[src/rtl/ring_ctrl_pkg.sv]
// Shared types and helpers for the ring-oscillator measurement controller.
package ring_ctrl_pkg;

   typedef enum logic [1:0] {
      StIdle    = 2'd0,
      StWarmup  = 2'd1,
      StMeasure = 2'd2,
      StDone    = 2'd3
   } state_e;

   localparam int unsigned WARMUP_DEF    = 16;
   localparam int unsigned GATE_BASE_DEF = 8;
   localparam int unsigned GATE_SEL_W    = 3;

   // Gate window length in clk cycles for a given base exponent and selector.
   function automatic int unsigned window_len(input int unsigned gate_base,
                                              input logic [GATE_SEL_W-1:0] gate_sel);
      return 32'd1 << (gate_base + 32'(gate_sel));
   endfunction

endpackage

[src/rtl/sync_edge_det.sv]
// Two-flop synchronizer for an asynchronous input followed by a rising-edge pulse.
module sync_edge_det (
   input  logic clk,
   input  logic rst,
   input  logic async_in,
   output logic rise
);

   // sync_q[0..1] form the synchronizer, sync_q[2] holds the previous synced value.
   logic [2:0] sync_q;

   always_ff @(posedge clk) begin
      if (rst) begin
         sync_q <= '0;
      end else begin
         sync_q <= {sync_q[1:0], async_in};
      end
   end

   assign rise = sync_q[1] & ~sync_q[2];

endmodule

[src/rtl/ring_osc_meas_ctrl.sv]
// Ring-oscillator frequency measurement: warm up the ring, count divided edges over a
// programmable gate window, latch the result and shut the ring down.
module ring_osc_meas_ctrl
   import ring_ctrl_pkg::*;
#(
   parameter int unsigned CNT_W     = 16,
   parameter int unsigned GATE_BASE = GATE_BASE_DEF,
   parameter int unsigned WARMUP    = WARMUP_DEF
) (
   input  logic                  clk,
   input  logic                  rst,
   input  logic                  start,
   input  logic                  abort,
   input  logic [GATE_SEL_W-1:0] gate_sel,
   input  logic                  osc_in,
   output logic                  ring_en,
   output logic                  busy,
   output logic                  done,
   output logic [CNT_W-1:0]      count,
   output logic                  overflow
);

   localparam int unsigned TMR_W = GATE_BASE + 8;
   localparam logic [CNT_W-1:0] CNT_MAX = '1;

   state_e                state_q, state_d;
   logic [TMR_W-1:0]      timer_q, timer_d;
   logic [GATE_SEL_W-1:0] gsel_q, gsel_d;
   logic [CNT_W-1:0]      edge_cnt_q, edge_cnt_d;
   logic                  sat_q, sat_d;
   logic [CNT_W-1:0]      count_q, count_d;
   logic                  ovf_q, ovf_d;
   logic                  done_q, done_d;
   logic                  rise;

   sync_edge_det u_sync_edge_det (
      .clk      (clk),
      .rst      (rst),
      .async_in (osc_in),
      .rise     (rise)
   );

   always_ff @(posedge clk) begin
      if (rst) begin
         state_q    <= StIdle;
         timer_q    <= '0;
         gsel_q     <= '0;
         edge_cnt_q <= '0;
         sat_q      <= 1'b0;
         count_q    <= '0;
         ovf_q      <= 1'b0;
         done_q     <= 1'b0;
      end else begin
         state_q    <= state_d;
         timer_q    <= timer_d;
         gsel_q     <= gsel_d;
         edge_cnt_q <= edge_cnt_d;
         sat_q      <= sat_d;
         count_q    <= count_d;
         ovf_q      <= ovf_d;
         done_q     <= done_d;
      end
   end

   always_comb begin
      state_d    = state_q;
      timer_d    = timer_q;
      gsel_d     = gsel_q;
      edge_cnt_d = edge_cnt_q;
      sat_d      = sat_q;
      count_d    = count_q;
      ovf_d      = ovf_q;
      done_d     = 1'b0;

      if (state_q == StMeasure && rise) begin
         if (edge_cnt_q == CNT_MAX) begin
            sat_d = 1'b1;
         end else begin
            edge_cnt_d = edge_cnt_q + CNT_W'(1);
         end
      end

      unique case (state_q)
         StIdle: begin
            if (start && !abort) begin
               gsel_d  = gate_sel;
               timer_d = TMR_W'(WARMUP - 1);
               state_d = StWarmup;
            end
         end
         StWarmup: begin
            if (abort) begin
               state_d = StIdle;
            end else if (timer_q == '0) begin
               edge_cnt_d = '0;
               sat_d      = 1'b0;
               timer_d    = TMR_W'(window_len(GATE_BASE, gsel_q) - 1);
               state_d    = StMeasure;
            end else begin
               timer_d = timer_q - TMR_W'(1);
            end
         end
         StMeasure: begin
            if (abort) begin
               state_d = StIdle;
            end else if (timer_q == '0) begin
               // Result registers load here so they are visible alongside done in StDone.
               count_d = edge_cnt_d;
               ovf_d   = sat_d;
               done_d  = 1'b1;
               state_d = StDone;
            end else begin
               timer_d = timer_q - TMR_W'(1);
            end
         end
         StDone: begin
            state_d = StIdle;
         end
         default: begin
            state_d = StIdle;
         end
      endcase
   end

   assign ring_en  = (state_q == StWarmup) || (state_q == StMeasure);
   assign busy     = (state_q != StIdle);
   assign done     = done_q;
   assign count    = count_q;
   assign overflow = ovf_q;

endmodule

[config.mk]
export PLATFORM = sky130hd
export DESIGN_NAME = ring_osc_meas_ctrl
export DESIGN_NICKNAME = d
export VERILOG_FILES = /design/src/rtl/ring_ctrl_pkg.sv /design/src/rtl/sync_edge_det.sv /design/src/rtl/ring_osc_meas_ctrl.sv
export SDC_FILE = /design/constraint.sdc
export NUM_CORES = 1
export LEC_CHECK = 0
export BUFFER_PORTS_ARGS = -buffer_cell sky130_fd_sc_hd__buf_2
export CORE_ASPECT_RATIO = 1.2
export CORE_UTILIZATION = 56
export CTS_CLUSTER_SIZE = 10
export DETAILED_ROUTE_END_ITERATION = 7
export GPL_ROUTABILITY_DRIVEN = 0
export HOLD_SLACK_MARGIN = 0.1
export PLACE_DENSITY_LB_ADDON = 0.12
export SLEW_MARGIN = 20
export SYNTH_ARGS = -nofsm -noshare
export SYNTH_HDL_FRONTEND = slang
export SYNTH_SLANG_ARGS = --single-unit
export TNS_END_PERCENT = 10
[constraint.sdc]
create_clock -name clk -period 3.35 [get_ports clk]
set_clock_uncertainty 0.2 [all_clocks]
set_input_delay 0 -clock clk [delete_from_list [all_inputs] [get_ports clk]]
set_output_delay 0 -clock clk [all_outputs]
set_load 0.05 [all_outputs]
* Word-level counts from Yosys, hierarchy flattened
Index checks and enable logic that the tools add are counted.
** Operators by class
- Add/subtract/negate cells :: 4
- $mul :: 0
- Divide/modulo/power cells :: 0
- Magnitude comparators :: 0
- Eq/ne operators :: 10
- Shift-type cells :: 1
- Muxes and demuxes :: 23
- Bitwise gates (word level) :: 4
- Reduce and logical (&&, ||, !) cells :: 13
** Operators by type and width (number)
- 16-bit 2-to-1 mux :: 10
- 16-bit one-hot mux with 3 select lines :: 1
- 16-bit by 1-bit subtractor with 16-bit output (second input constant) :: 2
- 16-bit by 1-bit adder with 16-bit output (second input constant) :: 1
- 16-bit equality test (second input constant) :: 1
- 16-bit logical NOT :: 1
- 1-bit by 5-bit left shift with 16-bit output (first input constant) :: 1
- 2-bit 2-to-1 mux :: 5
- 2-bit != test (second input constant) :: 4
- 2-bit one-hot mux with 4 select lines :: 1
- 1-bit 2-to-1 mux :: 6
- 3-bit AND reduction :: 2
- 4-bit by 3-bit adder with 5-bit output (first input constant) :: 1
- 5-bit AND reduction :: 1
- 2-bit equality test (second input constant) :: 2
- 3-bit by 2-bit != test with 1-bit output (second input constant) :: 1
- 3-bit != test (second input constant) :: 1
- 1-bit NOT :: 3
- 3-bit nonzero test :: 1
- 3-bit OR reduction :: 1
- 2-bit by 1-bit equality test with 1-bit output (second input constant) :: 1
- 1-bit logical AND :: 2
- 2-bit logical NOT :: 1
- 2-bit AND reduction :: 1
- 4 further kinds :: 4
** Word-level totals
- Register bits :: 59
- Latch bits :: 0
- RAM bits :: 0
- Memory bits (read-only) :: 0
- Input bits :: 8
- Output and inout port bits :: 20
- Logic and storage cells :: 64
- Memories kept :: 0

* Longest topological paths before layout
Gate-level depths: netlist of run 1.
- Word-level depth :: 7
- Mapped depth :: 9

* By module
Synthesis of run 1 repeated with hierarchy kept, for this count alone.
** Second synthesis, totals
- Cells, all modules :: 362
- Area, all modules :: 3036.7 um^2
** Modules (own cells, without submodules)
- ring_osc_meas_ctrl :: times used 1, cells each 355, area an instance 2949.1 um^2, seq. area each 1121.1 um^2
- sync_edge_det :: times used 1, cells each 7, area an instance 87.6 um^2, seq. area each 60.1 um^2

* Worst setup path after synthesis of run 1
Ideal clock, no wire load.
- Path kind :: reg2reg
- From :: register state_q[1]
- To :: register timer_q[12]
- Library setup time :: 0.106 ns
- Arrival :: 2.471 ns
- Data required time :: 3.044 ns
- Path slack :: 0.573 ns
- Stages on the path, launching flop included :: 8
- Cell sequence :: dfxtp_1 > inv_1 > ha_1 > o21ai_0 > or4b_2 > buf_2 > nand2b_1 > o311ai_0
** Between the ends
- Longest elaborated chain between the ends :: 3
- Elaborated cells on any way between the ends :: 10
- Classes of those cells :: eq/ne (6); mux (1); reduce/logical (3)
** Ends and longest elaborated chain
- from (decl) :: line ring_osc_meas_ctrl.sv:26 : state_e state_q, state_d;
- from (signal assigned) :: line ring_osc_meas_ctrl.sv:45 : state_q <= StIdle;
- from (signal assigned) :: line ring_osc_meas_ctrl.sv:54 : state_q <= state_d;
- 2-bit equality test, or another cell as far along :: line ring_osc_meas_ctrl.sv:83 : unique case (state_q)
- 2-bit != test (no source line) or 3-bit nonzero test (tied branches)
- 5-bit AND reduction (no source line)
- to (signal assigned) :: line ring_osc_meas_ctrl.sv:55 : timer_q <= timer_d;
- to (decl) :: line ring_osc_meas_ctrl.sv:27 : logic [TMR_W-1:0] timer_q, timer_d;
Parallel ways exist; a longest one is shown, timed or not.
A chain may end at the register's enable or synchronous reset.

* Worst setup path after layout of run 1
- From :: register timer_q[0]
- To :: register state_q[1]
** Between the ends
- Longest elaborated chain between the ends :: 3
- Elaborated cells on any way between the ends :: 4
- Classes of those cells :: eq/ne (2); reduce/logical (2)
** Ends and longest elaborated chain (line)
- 16-bit logical NOT (*) :: ring_osc_meas_ctrl.sv:94, ring_osc_meas_ctrl.sv:106
- 3-bit != test (no source line) or 3-bit by 2-bit != test with 1-bit output (tied branches)
- 3-bit AND reduction (no source line) (*)
Every way passes the cells marked *; elsewhere a longest branch is shown, timed or not.

==> summary.txt, run 1 <==
Route
  – DRC violations left: 0
  – Vias: 2891
  – Routed wire length: 7750 um
  – DRT iter0 DRCs: 289
  – DR vias/cell: 6.22
  – Drt first pass iters: 5
  – Drt wl/cell: 16.7 um
  – Antenna Nets Post-Route: 0

Die
  – Core area: 0.00501 mm^2
  – Row count: 28
  – Ports: 28
  – Die ar.: 0.00562 mm^2
  – Die X: 68.6 um
  – Die height: 81.9 um
  – Starting Density: 59.5%

Placement
  – Post-DP HPWL: 4940 um
  – Placed cells: 432
  – PortBufs: 27
  – Placed inst area: 0.00317 mm^2

Logic synthesis
  – Post-synth EDFFs: 0
  – Sequential area share after synthesis: 39.6%
  – Syn Inst Count: 355
  – Share of the synthesized area in the top cell type: 39.6%
  – Synthesis Warnings: 0
  – Yosys reg bits: 59
  – Syn nets: 370
  – Most common cell in the synthesized netlist: nor2_1
  – Fraction of registers with async set/reset: 0%
  – Synth Flop Type: dfxtp_1
  – Cell taking the most area after synthesis: dfxtp_1
  – Area contributors post-synth: dfxtp_1 40%, nor2_1 7.9%, a211oi_1 4.8%
  – Synth top cells by count: 63 x nor2_1, 59 x dfxtp_1, 19 x a211oi_1
  – Syn Area/Cell: 8.39 um^2
  – Mapped Area: 0.00298 mm^2
  – Count of cell types in the netlist: 55

Worst setup path
  – Crit path arrival time: 3260 ps
  – FF-to-FF setup slack: 130 ps
  – Crit path required time: 3390 ps
  – Critical path fanouts, max: 8
  – CP max stage cell: dlygate4sd3_1
  – WP buf/inv: 4
  – Slowest Stage Delay on Critical Path: 590 ps
  – Top delay family on crit path: buffers and inverters
  – Most frequent CP cell: dlygate4sd3_1
  – CP endpoint kind: flip-flop
  – Critical path class: reg2reg
  – Crit path cell chain: inv_1, ha_1, nor3b_1, buf_4, and4_1, mux2i_1, a32oi_1, dlygate4sd3_1, nor2_1, dlygate4sd3_1
  – CP startpoint kind: flip-flop

Global route
  – Initial antenna violation count: 0
  – First-pass GRT wire length: 12600 um
  – GR Util met3: 7.08%
  – Total track usage: 30.5%
  – Grt peak-use layer: met2
  – GR Layer Usage met2: 50.1%
  – Pin count of the biggest net entering global routing: 35
  – Grt ovf: 0
  – Vias in the first global route: 2675
  – Met1 Use GR: 35.7%

Status
  – Status: finished clean

STA
  – Post-layout minimum cycle time: 3220 ps
  – Hold Vio Cnt, Final: 0
  – Ratio of final minimum period to clock period: 96.2%
  – Max-Slew Margin vs Limit: 51.8%
  – Setup Viol. Count Final: 0
  – RSZ-0062 raised after global routing: no
  – Max-slew violation count: 0
  – Slew @ Worst Pin: 719 ps
  – Max Clk Rate: 310 MHz
  – Setup TNS: 0 ps

Clock tree
  – CTS Root Cell: clkbuf_8
  – Clk sinks: 59
  – Inserted Clock Buffers: 9
  – H-tree depth: 3
  – Clk_lat worst skew: 350 ps
  – Post-CTS Setup Bufs: 0
  – CTS tree: yes
  – CTS clk-pin slew, worst paths: 70 ps
  – CTS Buffer Depth: 2

Finish
  – Register area: 0.00118 mm^2
  – Non-Filler Instances: 465
  – Util after Layout: 71.6%
  – Synth-to-layout area growth: 20.5%
  – Diode count: 0
  – Layout cells sized above 1: 15.3%
  – Fillers: 403
  – Multi-input logic area: 0.00168 mm^2
  – Fin nets: 415
  – Final instance area: 0.00359 mm^2

Worst hold path
  – Hold Crit Class: reg2reg

Run
  – Max-Cap Viols: 0

Power and ir drop
  – Pleak: 1.42 nW
  – Pwr/cell area: 550 mW/mm^2
  – Worst VDD drop: 0.000410 V
[per-stage QoR]
step | hold slack, ps | setup slack, ps | total power (W)
6_report | 253 | 127 | 0.00197
5_1_grt | 263 | 26.7 | 0.00204
4_1_cts | 246 | 202 | 0.00196
3_5_place_dp | 17.6 | 565 | 0.00115
3_3_place_gp | 8.67 | 680 | 0.00115
2_1_floorplan | -71.8 | 573 | 0.00104
[power by group]
part / internal [W] / total (W) / switching, W / leakage (nW)
combinational: 0.000154 / 0.000421 / 0.000267 / 0.815
clock: 0.000512 / 0.000806 / 0.000294 / 0.123
sequential: 0.000722 / 0.000746 / 0.0000250 / 0.477
total: 0.00139 / 0.00197 / 0.000586 / 1.42
[metal layers]
metal  vias to the layer above  wire (um)  share of wire (%)
met2                       134       3810                 49
li1                       1396          -                  -
met3                        32        476                6.1
met5                         -          0                  0
met4                         0        291                3.8
met1                      1329       3170                 41
[sequential cells by signal, indices dropped and copies added, names as in the netlist]
name	cells
count	16
done	1
edge_cnt_q	16
gsel_q	3
overflow	1
sat_q	1
state_q	2
timer_q	16
u_sync_edge_det.sync_q	3
[timing repair]
| item | in CTS | in global routing |
|---|---|---|
| endpoints found under the setup margin | 0 | 1 |
| hold buffers | 17 | 0 |
| gates resized for setup | 0 | 1 |
| endpoints found under the hold margin | 44 | 0 |
[final timing paths]
| path | end | start | cells after the start |
|---|---|---|---|
| worst max-delay path | state_q[1] | timer_q[0] | 10 |
| worst max register to register | state_q[1] | timer_q[0] | 10 |
| worst min-delay path | u_sync_edge_det.sync_q[1] | u_sync_edge_det.sync_q[0] | 1 |
| worst min register to register | u_sync_edge_det.sync_q[1] | u_sync_edge_det.sync_q[0] | 1 |
[layout by cell type (no fill, tap or decap), types with 8 or more instances in the layout]
cell type | synthesis | routed
nand2_1 | 15 | 15
buf_4 | 0 | 8
clkbuf_8 | 0 | 10
nor3_1 | 10 | 10
dlygate4sd3_1 | 0 | 17
a21oi_1 | 13 | 13
o21ai_0 | 15 | 15
nor4_1 | 9 | 8
nand3_1 | 14 | 14
xor2_1 | 11 | 11
buf_2 | 3 | 27
inv_1 | 11 | 11
a211oi_1 | 19 | 19
nor2_1 | 63 | 63
dfxtp_1 | 59 | 59
[worst reg2reg max path: stages, from the launching register on]
cell and delay [ps]:
dfxtp_1 350, inv_1 90, ha_1 200, nor3b_1 200
buf_4 180, and4_1 410, mux2i_1 140, a32oi_1 150
dlygate4sd3_1 570, nor2_1 40, dlygate4sd3_1 590
[cell families after synthesis]
group	count (synthesis)	share of synthesized area, %
buffers and inverters	29	4.03
flip-flops	59	39.6
adder cells (fa/ha/maj)	7	2.94
AO/OA/AOI/OAI	83	19.6
AND/OR/NAND/NOR	157	27.7
multiplexers	6	2.02
XOR/XNOR	14	4.12
[area by class of cell]
class                           count  area share [%]
Multi-Input combinational cell    267            46.9
Sequential cell                    59            32.9
Clock inverter                      5            2.79
Timing Repair Buffer               52            10.2
Clock buffer                       11            3.94
Inverter                           11            1.15
Tap cell                           60            2.09
Note: power is estimated with default switching activity, not from simulation.
==> run 2: changes to the inputs <==
--- a/config.mk
+++ b/config.mk
@@ -5,8 +5,10 @@
 export SDC_FILE = /design/constraint.sdc
 export NUM_CORES = 1
 export LEC_CHECK = 0
+export ABC_AREA = 1
 export BUFFER_PORTS_ARGS = -buffer_cell sky130_fd_sc_hd__buf_2
 export CORE_ASPECT_RATIO = 1.2
+export CORE_MARGIN = 2
 export CORE_UTILIZATION = 56
 export CTS_CLUSTER_SIZE = 10
 export DETAILED_ROUTE_END_ITERATION = 7
==> run 2 against run 1 <==
  * Routed wire length is 1.7% lower
  * Maximum frequency is 12% higher
  * Via count is 8.2% higher
  * Hold slack worse by 47 ps
  * Cell count is 32% higher
  * Die area is 15% higher
  * Synthesized area is 10% higher
  * Sequential power hardly changed
  * Combinational power is 4.8% lower
  * Critical path type is now in2reg
==> summary.txt, run 2 <==
Placement
  – Post-DP HPWL: 5420 um (+9.5%)
  – PortBufs: 27 (unchanged)
  – Placed cells: 583 (+35%)

Route
  – DR vias/cell: 5.10 (-18%)
  – Drt first pass iters: 5 (unchanged)
  – DRT iter0 DRCs: 196 (-32%)
  – Routed wire length: 7620 um (-1.7%)
  – Drt wl/cell: 12.4 um (-26%)
  – DRC violations left: 0 (unchanged)
  – Vias: 3129 (+8.2%)
  – Antenna Nets Post-Route: 0 (unchanged)

Die
  – Starting Density: 57.8% (-1.7 points)
  – Ports: 28 (unchanged)
  – Die ar.: 0.00648 mm^2 (+15%)
  – Die X: 73.8 um (+7.6%)
  – Core area: 0.00567 mm^2 (+13%)
  – Die height: 87.8 um (+7.2%)
  – Row count: 30 (+7.1%)

Status
  – Status: finished clean

Worst setup path
  – Critical path fanouts, max: 24 (+16)
  – CP endpoint kind: flip-flop
  – Crit path arrival time: 2970 ps (-290 ps)
  – Critical path class: in2reg
  – CP startpoint kind: input pin
  – Crit path required time: 3440 ps (+50 ps)

Finish
  – Layout cells sized above 1: 13.5% (-1.8 points)
  – Most common cell after layout, fill and taps aside: nand2_1
  – Diode count: 0 (unchanged)
  – Synth-to-layout area growth: 16.9%
  – Non-Filler Instances: 614 (+32%)
  – Fin nets: 544 (+31%)
  – Most frequent cells in the layout: 106 x nand2_1, 71 x inv_1, 65 x nor2_1

Power and ir drop
  – Pwr/cell area: 509 mW/mm^2 (-7.5%)
  – Sequential Power Share: 38.2% (+0.4 points)
  – Comb pwr share: 20.6% (-0.7 points)
  – Worst VDD drop: 0.000343 V (-16%)
  – Pleak: 1.82 nW (+29%)
  – Sw Pwr: 0.000581 W (-0.91%)
  – Int Pwr: 0.00137 W (-1.4%)
  – Clock Power Share: 41.2% (+0.4 points)
  – Sw frac: 29.8% (+0.11 points)

Clock tree
  – H-tree depth: 3 (unchanged)
  – CTS tree: yes
  – CTS Root Cell: clkbuf_8
  – Clk_lat worst skew: 340 ps (about the same)
  – CTS resizes: 0 (unchanged)
  – CTS Buffer Depth: 2 (unchanged)
  – Inserted Clock Buffers: 9 (unchanged)
  – Clk sinks: 59 (unchanged)
  – CTS clk-pin slew, worst paths: 70 ps (about the same)

Logic synthesis
  – Synthesis Warnings: 0 (unchanged)
  – Yosys reg bits: 59 (unchanged)
  – Post-synth EDFFs: 0 (unchanged)
  – Sequential area share after synthesis: 36.1% (-3.6 points)
  – Count of cell types in the netlist: 34 (-38%)
  – Cell taking the most area after synthesis: dfxtp_1
  – Most common cell in the synthesized netlist: nand2_1
  – Synth top cells by count: 106 x nand2_1, 71 x inv_1, 65 x nor2_1
  – Area contributors post-synth: dfxtp_1 36%, nand2_1 12%, inv_1 8.1%
  – Syn Area/Cell: 6.74 um^2 (-20%)
  – Syn nets: 501 (+35%)
  – Mapped Area: 0.00328 mm^2 (+10%)
  – Share of the synthesized area in the top cell type: 36.1% (-3.6 points)
  – Syn Inst Count: 486 (+37%)
  – Fraction of registers with async set/reset: 0% (unchanged)
  – Synth Flop Type: dfxtp_1

Global route
  – Initial antenna violation count: 0 (unchanged)
  – Vias in the first global route: 2937 (+9.8%)
  – Total track usage: 25.7% (-4.8 points)
  – Pin count of the biggest net entering global routing: 33 (-5.7%)
  – Grt ovf: 0 (unchanged)
  – First-pass GRT wire length: 12800 um (+2.0%)

STA
  – Setup Viol. Count Final: 0 (unchanged)
  – Hold Vio Cnt, Final: 0 (unchanged)
  – Ratio of final minimum period to clock period: 86.0% (-10 points)
  – Max Clk Rate: 347 MHz (+12%)
  – Setup TNS: 0 ps (unchanged)
  – Post-layout minimum cycle time: 2880 ps (-340 ps)
  – Max-Slew Margin vs Limit: 54.2% (+2.5 points)
  – RSZ-0062 raised after global routing: no
  – Slew @ Worst Pin: 685 ps (-34.4 ps)
  – Max-slew violation count: 0 (unchanged)

Worst hold path
  – Hold Crit Class: reg2reg

Run
  – Max-Cap Viols: 0 (unchanged)
-- run 2: changes by cell type in the layout (fill, tap and decap cells not counted), moves of 7 or more --
| cell | delta |
|---|---|
| nand2_1 | +91 |
| inv_1 | +60 |
| nand3_1 | +24 |
| a21oi_1 | +21 |
| a211oi_1 | -19 |
| nor2_2 | +10 |
| buf_4 | -8 |
| nor2b_1 | -7 |
| nor4_1 | -7 |
| o21ai_0 | +7 |
-- run 2: critical path, stage by stage --
cell and delay [ps]:
dlygate4sd3_1 530, buf_2 290, inv_1 570, o21ai_0 270, dlygate4sd3_1 620, a21oi_1 120
dlygate4sd3_1 560
-- run 2: repair_timing --
item                      4_1_cts  5_1_grt
hold endpoints to repair       50        0
hold buffers                   15        0
buffers inserted                0        0
-- run 2: layer usage --
| metal | vias to the layer above | track usage, % | wire length [um] |
|---|---|---|---|
| met5 | - | 0 | 0 |
| met4 | 0 | 12.2 | 209 |
| met2 | 75 | 46.0 | 3950 |
| met1 | 1412 | 28.9 | 3120 |
| li1 | 1624 | - | - |
| met3 | 18 | 5.06 | 337 |
-- run 2: logic make-up after synthesis --
kind of cell,count (synthesis),synth area share (%)
simple gates,249,34.8
buf+inv,86,11.0
compound gates,69,11.3
flops,59,36.1
xor+xnor,16,4.28
fa+ha+maj,7,2.67
-- run 2: final timing paths --
| kind | from | end | slack, ps | depth (start not counted) |
|---|---|---|---|---|
| worst max register to register | state_q[0] | gsel_q[2] | 660 | 7 |
| worst max-delay path | rst | gsel_q[2] | 470 | 7 |
| worst min-delay path | u_sync_edge_det.sync_q[0] | u_sync_edge_det.sync_q[1] | 210 | 2 |
| worst min register to register | u_sync_edge_det.sync_q[0] | u_sync_edge_det.sync_q[1] | 210 | 2 |
-- run 2: power groups by stage --
stage | sequential [W] | clock, W | combinational [W]
6_report | 0.000745 | 0.000804 | 0.000401
5_1_grt | 0.000746 | 0.000842 | 0.000448
4_1_cts | 0.000744 | 0.000811 | 0.000399
3_5_place_dp | 0.000760 | 0 | 0.000379
3_3_place_gp | 0.000759 | 0 | 0.000374
2_1_floorplan | 0.000758 | 0 | 0.000308
-- run 2: final cells by class --
type | count | area [um^2]
multi-input combinational | 341 | 1740
sequential | 59 | 1180
fill | 499 | 1840
tap | 80 | 100
clock buffer | 11 | 141
inverter | 76 | 285
clock inverter | 5 | 100
timing repair buffer | 42 | 285
-- run 2: stage by stage --
step	worst slack, ps	hold WS [ps]	area (um^2)	power [W]	utilization, %
after CTS	607	220	3830	0.00195	67.5
after global routing	309	225	3830	0.00204	67.5
after detailed placement	1060	17.6	3440	0.00114	60.6
after floorplan	1440	-123	3280	0.00107	-
after global placement	1120	1.73	3440	0.00113	60.6
final	467	207	3830	0.00195	67.5
